$ cat src/rtl/uart_led_cmd_pkg.sv
// -----------------------------------------------------------------------------
// uart_led_cmd_pkg
// Shared definitions for the UART LED command controller:
//   - command byte constants of the byte-stream protocol
//   - command decoder FSM state encoding
// -----------------------------------------------------------------------------
package uart_led_cmd_pkg;

   // Single-byte commands accepted in IDLE
   localparam logic [7:0] CMD_HIT_BASE = 8'h41;  // 'A' + i sets hit[i]
   localparam logic [7:0] CMD_CLEAR    = 8'h60;  // '`' clears all hits
   localparam logic [7:0] CMD_DUTY     = 8'h23;  // '#' starts a brightness command

   // Channel operand of the brightness command: '0' + i selects channel i
   localparam logic [7:0] CMD_CH_BASE  = 8'h30;

   typedef enum logic [1:0] {
      IDLE     = 2'd0,
      GET_CH   = 2'd1,
      GET_DUTY = 2'd2
   } state_e;

endpackage : uart_led_cmd_pkg

$ cat src/rtl/uart_led_cmd_ctrl_pwm.sv
// -----------------------------------------------------------------------------
// pwm_channel_bank
// Free-running PWM counter shared by all channels plus one duty compare per
// channel. A duty of 0 keeps the channel off; all-ones keeps it on for the
// whole period (the plain compare alone would leave one dark cycle).
//
// Ports:
//   clk    in   system clock
//   reset  in   asynchronous active-high reset (counter -> 0)
//   duty   in   NUM_CH x PWM_BITS duty values
//   on     out  NUM_CH per-channel PWM enable (combinational from counter)
// -----------------------------------------------------------------------------
module pwm_channel_bank
   import uart_led_cmd_pkg::*;
#(
   parameter int NUM_CH   = 8,
   parameter int PWM_BITS = 4
) (
   input  logic                               clk,
   input  logic                               reset,
   input  logic [NUM_CH-1:0][PWM_BITS-1:0]    duty,
   output logic [NUM_CH-1:0]                  on
);

   logic [PWM_BITS-1:0] cnt_q;
   logic [PWM_BITS-1:0] cnt_d;

   // Wraps naturally from all-ones back to zero.
   always_comb begin
      cnt_d = cnt_q + PWM_BITS'(1);
   end

   // NOTE: sequential state uses non-blocking assignments so every flop
   // samples the pre-edge values, independent of statement order.
   always_ff @(posedge clk or posedge reset) begin
      if (reset) begin
         cnt_q <= '0;
      end else begin
         cnt_q <= cnt_d;
      end
   end

   always_comb begin
      on = '0;
      for (int i = 0; i < NUM_CH; i++) begin
         on[i] = (cnt_q < duty[i]) || (duty[i] == '1);
      end
   end

endmodule : pwm_channel_bank

$ cat src/rtl/uart_led_cmd_ctrl.sv
// -----------------------------------------------------------------------------
// uart_led_cmd_ctrl
// Byte-stream command decoder and N-channel PWM LED driver.
//   IDLE     : 'A'+i sets hit[i], '`' clears all hits, '#' starts a
//              brightness command, everything else is ignored.
//   GET_CH   : '0'+i selects channel i, anything else is a command error.
//   GET_DUTY : low PWM_BITS of the byte become duty[ch].
// A multi-byte command that stalls for CMD_TIMEOUT cycles is abandoned with
// a cmd_err pulse. led_out is the PWM-gated OR of led_base and hit_mask,
// registered once more after hit_mask.
//
// Ports:
//   clk       in   system clock
//   reset     in   asynchronous active-high reset
//   rx_data   in   [7:0] received byte
//   rx_valid  in   one-cycle strobe qualifying rx_data
//   led_base  in   [NUM_CH-1:0] pattern from challenge logic
//   led_out   out  [NUM_CH-1:0] registered, PWM-gated LED drive
//   hit_mask  out  [NUM_CH-1:0] current hit mask
//   cmd_err   out  one-cycle pulse on malformed or timed-out command
//   busy      out  high while a multi-byte command is in progress
// -----------------------------------------------------------------------------
module uart_led_cmd_ctrl
   import uart_led_cmd_pkg::*;
#(
   parameter int NUM_CH       = 8,
   parameter int PWM_BITS     = 4,
   parameter int DEFAULT_DUTY = 2**PWM_BITS - 1,
   parameter int CMD_TIMEOUT  = 1_033_400
) (
   input  logic              clk,
   input  logic              reset,
   input  logic [7:0]        rx_data,
   input  logic              rx_valid,
   input  logic [NUM_CH-1:0] led_base,
   output logic [NUM_CH-1:0] led_out,
   output logic [NUM_CH-1:0] hit_mask,
   output logic              cmd_err,
   output logic              busy
);

   localparam int CH_W  = (NUM_CH > 1) ? $clog2(NUM_CH) : 1;
   localparam int TMO_W = (CMD_TIMEOUT > 1) ? $clog2(CMD_TIMEOUT) : 1;
   localparam logic [TMO_W-1:0] TMO_LAST = TMO_W'(CMD_TIMEOUT - 1);

   state_e                            state_q,   state_d;
   logic [CH_W-1:0]                   ch_q,      ch_d;
   logic [NUM_CH-1:0]                 hit_q,     hit_d;
   logic [NUM_CH-1:0][PWM_BITS-1:0]   duty_q,    duty_d;
   logic [TMO_W-1:0]                  tmo_q,     tmo_d;
   logic [NUM_CH-1:0]                 led_out_q, led_out_d;
   logic                              cmd_err_q, cmd_err_d;

   logic [7:0]        hit_off;
   logic [7:0]        ch_off;
   logic              hit_ok;
   logic              ch_ok;
   logic [CH_W-1:0]   hit_idx;
   logic [CH_W-1:0]   ch_idx;
   logic [NUM_CH-1:0] pwm_on;

   // Offsets wrap as 8-bit unsigned, so bytes below the base become large
   // values and fail the bound check; only in-range offsets are used as
   // indices.
   always_comb begin
      hit_off = rx_data - CMD_HIT_BASE;
      ch_off  = rx_data - CMD_CH_BASE;
      hit_ok  = (hit_off < 8'(NUM_CH));
      ch_ok   = (ch_off  < 8'(NUM_CH));
      hit_idx = CH_W'(hit_off);
      ch_idx  = CH_W'(ch_off);
   end

   // Decoder, FSM next state and timeout counter.
   // NOTE: every variable gets its hold/idle value before any branch, so no
   // path can leave one unassigned and infer a latch.
   always_comb begin
      state_d   = state_q;
      ch_d      = ch_q;
      hit_d     = hit_q;
      duty_d    = duty_q;
      tmo_d     = tmo_q;
      cmd_err_d = 1'b0;

      if (rx_valid) begin
         // A byte always restarts the inter-byte window and beats expiry.
         tmo_d = '0;
         unique case (state_q)
            IDLE: begin
               if (hit_ok) begin
                  hit_d[hit_idx] = 1'b1;
               end else if (rx_data == CMD_CLEAR) begin
                  hit_d = '0;
               end else if (rx_data == CMD_DUTY) begin
                  state_d = GET_CH;
               end
            end
            GET_CH: begin
               if (ch_ok) begin
                  ch_d    = ch_idx;
                  state_d = GET_DUTY;
               end else begin
                  cmd_err_d = 1'b1;
                  state_d   = IDLE;
               end
            end
            GET_DUTY: begin
               duty_d[ch_q] = PWM_BITS'(rx_data);
               state_d      = IDLE;
            end
            default: begin
               state_d = IDLE;
            end
         endcase
      end else if (state_q != IDLE) begin
         if (tmo_q == TMO_LAST) begin
            cmd_err_d = 1'b1;
            state_d   = IDLE;
            tmo_d     = '0;
         end else begin
            tmo_d = tmo_q + TMO_W'(1);
         end
      end else begin
         tmo_d = '0;
      end
   end

   pwm_channel_bank #(
      .NUM_CH   (NUM_CH),
      .PWM_BITS (PWM_BITS)
   ) u_pwm (
      .clk   (clk),
      .reset (reset),
      .duty  (duty_q),
      .on    (pwm_on)
   );

   always_comb begin
      led_out_d = (led_base | hit_q) & pwm_on;
   end

   // NOTE: the duty array is a handful of flops that must come up at a known
   // brightness, so it is reset like any other register rather than treated
   // as an uninitialised memory.
   always_ff @(posedge clk or posedge reset) begin
      if (reset) begin
         state_q   <= IDLE;
         ch_q      <= '0;
         hit_q     <= '0;
         duty_q    <= {NUM_CH{PWM_BITS'(DEFAULT_DUTY)}};
         tmo_q     <= '0;
         led_out_q <= '0;
         cmd_err_q <= 1'b0;
      end else begin
         state_q   <= state_d;
         ch_q      <= ch_d;
         hit_q     <= hit_d;
         duty_q    <= duty_d;
         tmo_q     <= tmo_d;
         led_out_q <= led_out_d;
         cmd_err_q <= cmd_err_d;
      end
   end

   assign led_out  = led_out_q;
   assign hit_mask = hit_q;
   assign cmd_err  = cmd_err_q;
   assign busy     = (state_q != IDLE);

endmodule : uart_led_cmd_ctrl
$ cat config.mk
export PLATFORM = sky130hd
export DESIGN_NAME = uart_led_cmd_ctrl
export DESIGN_NICKNAME = d
export VERILOG_FILES = /design/src/rtl/uart_led_cmd_pkg.sv /design/src/rtl/uart_led_cmd_ctrl_pwm.sv /design/src/rtl/uart_led_cmd_ctrl.sv
export SDC_FILE = /design/constraint.sdc
export NUM_CORES = 1
export LEC_CHECK = 0
export CORE_UTILIZATION = 50
export CTS_CLUSTER_DIAMETER = 200
export DETAILED_ROUTE_END_ITERATION = 8
export MAX_ROUTING_LAYER = met4
export PLACE_DENSITY_LB_ADDON = 0.1
export SLEW_MARGIN = 10
export SYNTH_ARGS = -nofsm -noshare
export SYNTH_HDL_FRONTEND = slang
export SYNTH_SLANG_ARGS = --single-unit
$ cat constraint.sdc
create_clock -name clk -period 3.5 [get_ports clk]
set_input_delay 0.7 -clock clk [delete_from_list [all_inputs] [get_ports clk]]
set_output_delay 0.7 -clock clk [all_outputs]
set_load 0.01 [all_outputs]
Word-level counts from Yosys, hierarchy flattened
Index checks and enable logic that the tools add are counted.

Add/subtract/negate cells: 4. Magnitude comparators: 14. Equal/unequal tests: 16. Multiplexer cells: 23. Bitwise operators: 3. Reduce and logical (&&, ||, !) cells: 19.

Operator list (number): 2-to-1 mux 20 bit (3); bitwise mux 32 bit (1); == test 4 bit (second input constant) (8); less-than comparator 4 bit (8); adder 20 x 1 -> 20 bit (second input constant) (1); == test 20 bit (second input constant) (1); less-than comparator 8 x 4 -> 1 bit (second input constant) (2); 2-to-1 mux 8 bit (2); OR 8 bit (2); 2-to-1 mux 2 bit (7); demux 4 bit (select 3 bit) (1); != test 3 bit (second input constant) (3); bitwise AND 8 bit (1); == test 8 x 6 -> 1 bit (second input constant) (1); == test 8 x 7 -> 1 bit (second input constant) (1); logical OR 1 bit (8); less-than comparator 3 x 4 -> 1 bit (second input constant) (2); nonzero test 2 bit (4); subtractor 8 x 6 -> 8 bit (second input constant) (1); subtractor 8 x 7 -> 8 bit (second input constant) (1); >= comparator 3 x 1 -> 1 bit (second input constant) (2); 2-to-1 mux 1 bit (6); AND reduction 3 bit (2); AND reduction 5 bit (1); 9 further kinds (10).

Register bits after elaboration: 78. Bits of input ports: 19. Output and inout bits: 18. Word-level logic and storage cells: 94.

Logic depth before layout (Yosys ltp)
Depth in word-level cells: 7. Gate-level depth with buffers: 8. Mapped depth without buffers: 6.

By module
A second synthesis with hierarchy kept.

Cell total of the unflattened synthesis: 396. Area, all modules: 4240.3 µm².

By module, submodules not included: uart_led_cmd_ctrl (instances 1, cells each 289, area an instance 3384.5 µm², sequential area each 1891.8 µm²); pwm_channel_bank (instances 1, cells each 107, area an instance 855.8 µm², sequential area each 100.1 µm²).

Worst setup path before layout
No wires, ideal clock.

Path type: in2reg. From: input rx_data[0]. To: register hit_q[6], in the netlist hit_mask[6]. Setup time: 0.095 ns. Data arrival time: 2.194 ns. Data required time: 3.405 ns. Setup slack: 1.211 ns. Stages: 8. Path buffers: 2. Cell sequence: clkbuf_1 -> inv_1 -> ha_1 -> clkbuf_1 -> o21bai_1 -> a21boi_0 -> a32oi_1 -> o31ai_1.

Longest elaborated chain between the ends: 7. Elaborated cells on any way between the ends: 12. Classes of those cells: add/sub (1); order compare (3); eq/ne (1); mux (3); bitwise (1); reduce/logical (3).

RTL lines: start: declaration (RTL line uart_led_cmd_ctrl.sv:33) `input logic [7:0] rx_data,`; subtractor 8 x 7 -> 8 bit (RTL line uart_led_cmd_ctrl.sv:66) `hit_off = rx_data - CMD_HIT_BASE;`; less-than comparator 3 x 4 -> 1 bit (not written as such) or >= comparator 3 x 1 -> 1 bit (tied branches) (RTL line uart_led_cmd_ctrl.sv:91) `hit_d[hit_idx] = 1'b1;`; logical AND 1 bit (not written as such) (RTL line uart_led_cmd_ctrl.sv:91); 2-to-1 mux 1 bit (not written as such) (RTL line uart_led_cmd_ctrl.sv:91); demux 1 bit (select 3 bit) (RTL line uart_led_cmd_ctrl.sv:91); OR 8 bit (no line); 2-to-1 mux 8 bit (RTL line uart_led_cmd_ctrl.sv:90) `if (hit_ok) begin`; end signal: assignment (RTL line uart_led_cmd_ctrl.sv:157) `hit_q <= hit_d;`; end: declaration (RTL line uart_led_cmd_ctrl.sv:48) `logic [NUM_CH-1:0] hit_q, hit_d;`.

Several ways; a longest one is shown, not always the timed one. A chain may end at the register's enable or synchronous reset.

Worst setup path in the final report
From: input rx_valid. To: register duty_q[26] (netlist name).

Longest elaborated chain between the ends: 1.

RTL lines: start: declaration (RTL line uart_led_cmd_ctrl.sv:34) `input logic rx_valid,`; AND reduction 2 bit (no line); end signal: assignment (RTL line uart_led_cmd_ctrl.sv:150) `duty_q <= {NUM_CH{PWM_BITS'(DEFAULT_DUTY)}};`; end signal: assignment (RTL line uart_led_cmd_ctrl.sv:158) `duty_q <= duty_d;`; end: declaration (RTL line uart_led_cmd_ctrl.sv:49) `logic [NUM_CH-1:0][PWM_BITS-1:0] duty_q, duty_d;`.

Every way passes these cells.

==> key figures <==
Setup path
  • Flop2flop setup slack: 1350 ps
  • Crit path required time: 3770 ps
  • CP Max Fanout: 8
  • CP startpoint kind: input pin
  • Critical Path AT: 2810 ps
  • Critical path endpoint category: flop
  • Setup CP Type: input pin to flop

STA
  • Final WS setup: 963 ps
  • Final period util: 72.5%
  • # setup viols final: 0
  • Worst slew margin: 49.7%
  • Unrepaired setup endpoints after global routing: no
  • Min Tclk post-route: 2540 ps
  • Clk_skew: 10.4 ps
  • Setup TNS: 0 ps
  • Final hold vios: 0
  • Worst-Margin Slew: 743 ps
  • Fin. max-slew vios: 0
  • Max Fclk: 394 MHz

Die
  • Core area: 0.00822 mm^2
  • Number of I/O pins: 37
  • Die area: 0.00885 mm^2
  • Die Height: 94.1 um
  • Std cell rows: 33
  • Starting Density: 51.6%
  • Die W: 94.1 um

Yosys
  • Area contributors post-synth: dfrtp_1 (27%), dfstp_2 (20%), ha_1 (8.3%), mux2_2 (5.3%), a21o_1 (3.2%)
  • Post-synth top area cell: dfrtp_1
  • Top-count cell post-synth: dfrtp_1
  • Post-synth net total: 459
  • Main flop type after synthesis: dfrtp_1
  • #FFs+latches synth: 78
  • Synth cell count leaders: dfrtp_1 (46), nand2_1 (35), inv_1 (33)
  • Syn avg cell area: 10.3 um^2
  • Cell Area, Synth: 0.00424 mm^2
  • Sequential share of the synthesized area: 47.0%
  • Post-synthesis cell count: 412
  • Ys Warns: 0
  • Synth top area share: 27.1%
  • Synth async-reset ratio: 100%
  • Cell variety after synth: 52
  • Post-synth EDFFs: 0

CTS
  • Post-CTS Setup Bufs: 0
  • # resized after CTS: 0
  • Clk slew on worst S/H paths: 80 ps
  • CTS tree: yes
  • Num CTS Buffers: 9
  • Hold_buf cts: 0
  • Longest Clk Path Bufs: 2
  • CTS sink cnt: 78
  • Clock Latency Late Sink: 350 ps
  • H-tree lvl count: 3
  • Root Buffer: clkbuf_8

Routing
  • WL final: 9110 um
  • Max Used Layer: met4
  • WL met1: 4060 um
  • Number of DRC markers in iteration 0: 95
  • Detail Route Antenna Nets: 0
  • Vias: 3134
  • First-pass DRT Iterations: 4
  • Vias per cell: 5.58
  • Routed wl met3: 191 um
  • WL met2: 4630 um
  • Wire per inst: 16.2 um
  • DRC viols: 0

Global route
  • Global-route wire length before repair: 15600 um
  • GRT Total Usage: 23.9%
  • Initial antenna violation count: 0
  • Number of global-route vias before repair: 3267
  • Pin count of the biggest net entering global routing: 79
  • Gr ovfl total: 0

Hold path
  • Hold Path Class: flop to flop

Run status
  • Status: finished clean

Finish
  • N_diodes: 0
  • Area delta synth->final: 16.9%
  • Layout cell share with drive strength beyond 1: 18.8%
  • Fillers: 723
  • Final nets: 499
  • Footprint of the multi-input gates: 0.00206 mm^2
  • Register area: 0.00199 mm^2

Pwr
  • Worst vdd ir: 0.204 mV
  • Lkg Pwr: 0.00228 uW
  • Power per cell area: 371 mW/mm^2

Placement
  • # port buffers: 36
  • GP Congestion: 0.811
  • Detailed placer's ending HPWL: 6470 um
  • Dpl ws: 629 ps

Run
  • Max cap viols: 0
==> flip-flops by register name, indices dropped and copies added, names as in the netlist <==
name / flops
tmo_q: 20
led_out: 8
hit_mask: 8
state_q: 2
cmd_err: 1
u_pwm.cnt_q: 4
duty_q: 32
ch_q: 3
==> worst paths after layout <==
path	to	cells after the start	start
min in group asynchronous	tmo_q[2]	3	reset
min	duty_q[5]	2	duty_q[5]
max reg2reg	tmo_q[6]	4	tmo_q[8]
min reg2reg	duty_q[5]	2	duty_q[5]
max	duty_q[26]	5	rx_valid
max in group asynchronous	duty_q[30]	3	reset
==> routing by layer <==
metal | vias to the layer above | GRT usage (%)
li1 | 1539 | -
met4 | 0 | 9.87
met3 | 20 | 3.16
met5 | - | -
met1 | 1540 | 28.0
met2 | 35 | 41.3
==> cells in the final DEF, fill, tap and decap left out, types with 2 or more instances in the layout <==
master,instances
dfrtp_1,46
clkdlybuf4s50_1,36
nand2_1,35
inv_1,32
dfstp_2,32
ha_1,28
o21ai_0,25
nor2_1,25
mux2_2,20
a21o_1,18
nand4_1,14
xnor2_1,13
nand3_1,13
nand2b_1,10
clkbuf_8,10
a31oi_1,8
nor3_1,7
nor4_1,7
xor2_1,7
buf_4,6
o31ai_1,5
and3_1,4
mux2i_1,4
nand3b_1,3
or3_1,3
and4_1,3
a21oi_1,3
nor3b_1,2
nor4b_1,2
a32oi_1,2
nor4bb_1,2
and2_1,2
nand4_4,2
or2_2,2
bufinv_16,2
==> power by group <==
group          total, uW  internal, uW  switching, uW
logic                148          72.5           75.3
registers            934           921           13.0
clock network        757           423            334
==> per-stage QoR <==
step,utilization [%],hold WS [ps],std cells,area (um^2),total power [uW]
after global routing,60.3,516,562,4960,1900
after global placement,57.6,479,546,4730,1100
after floorplan,-,464,412,4240,1010
final,60.3,506,562,4960,1840
after CTS,60.3,507,562,4960,1850
after detailed placement,57.6,496,546,4730,1100
==> worst max-delay path, stage by stage <==
cell and delay, ps:
clkdlybuf4s50_1 620, inv_1 130, nor4b_1 640, and3_1 360, mux2_2 360
==> cells by family (layout without fill, tap and decap cells) <==
family                   Yosys count  count (layout)  synth area share [%]
buffers and inverters             47              92                  4.43
multiplexers                      24              24                  6.26
adder cells (fa/ha/maj)           28              28                  8.26
flip-flops                        78              78                  47.0
XOR/XNOR                          20              20                  4.13
AND/OR/NAND/NOR                  146             146                  19.4
AO/OA/AOI/OAI                     69              69                  10.6
==> final cells by class <==
| type | instances | share of cell area [%] |
|---|---|---|
| clock buffers | 11 | 2.85 |
| clock inverters | 5 | 1.64 |
| flip-flops and latches | 78 | 40.2 |
| inverters | 33 | 2.50 |
| well taps | 105 | 2.65 |
| repair buffers | 43 | 8.58 |
| multi-input cells | 287 | 41.6 |
Power figures use the tool's default switching activity.
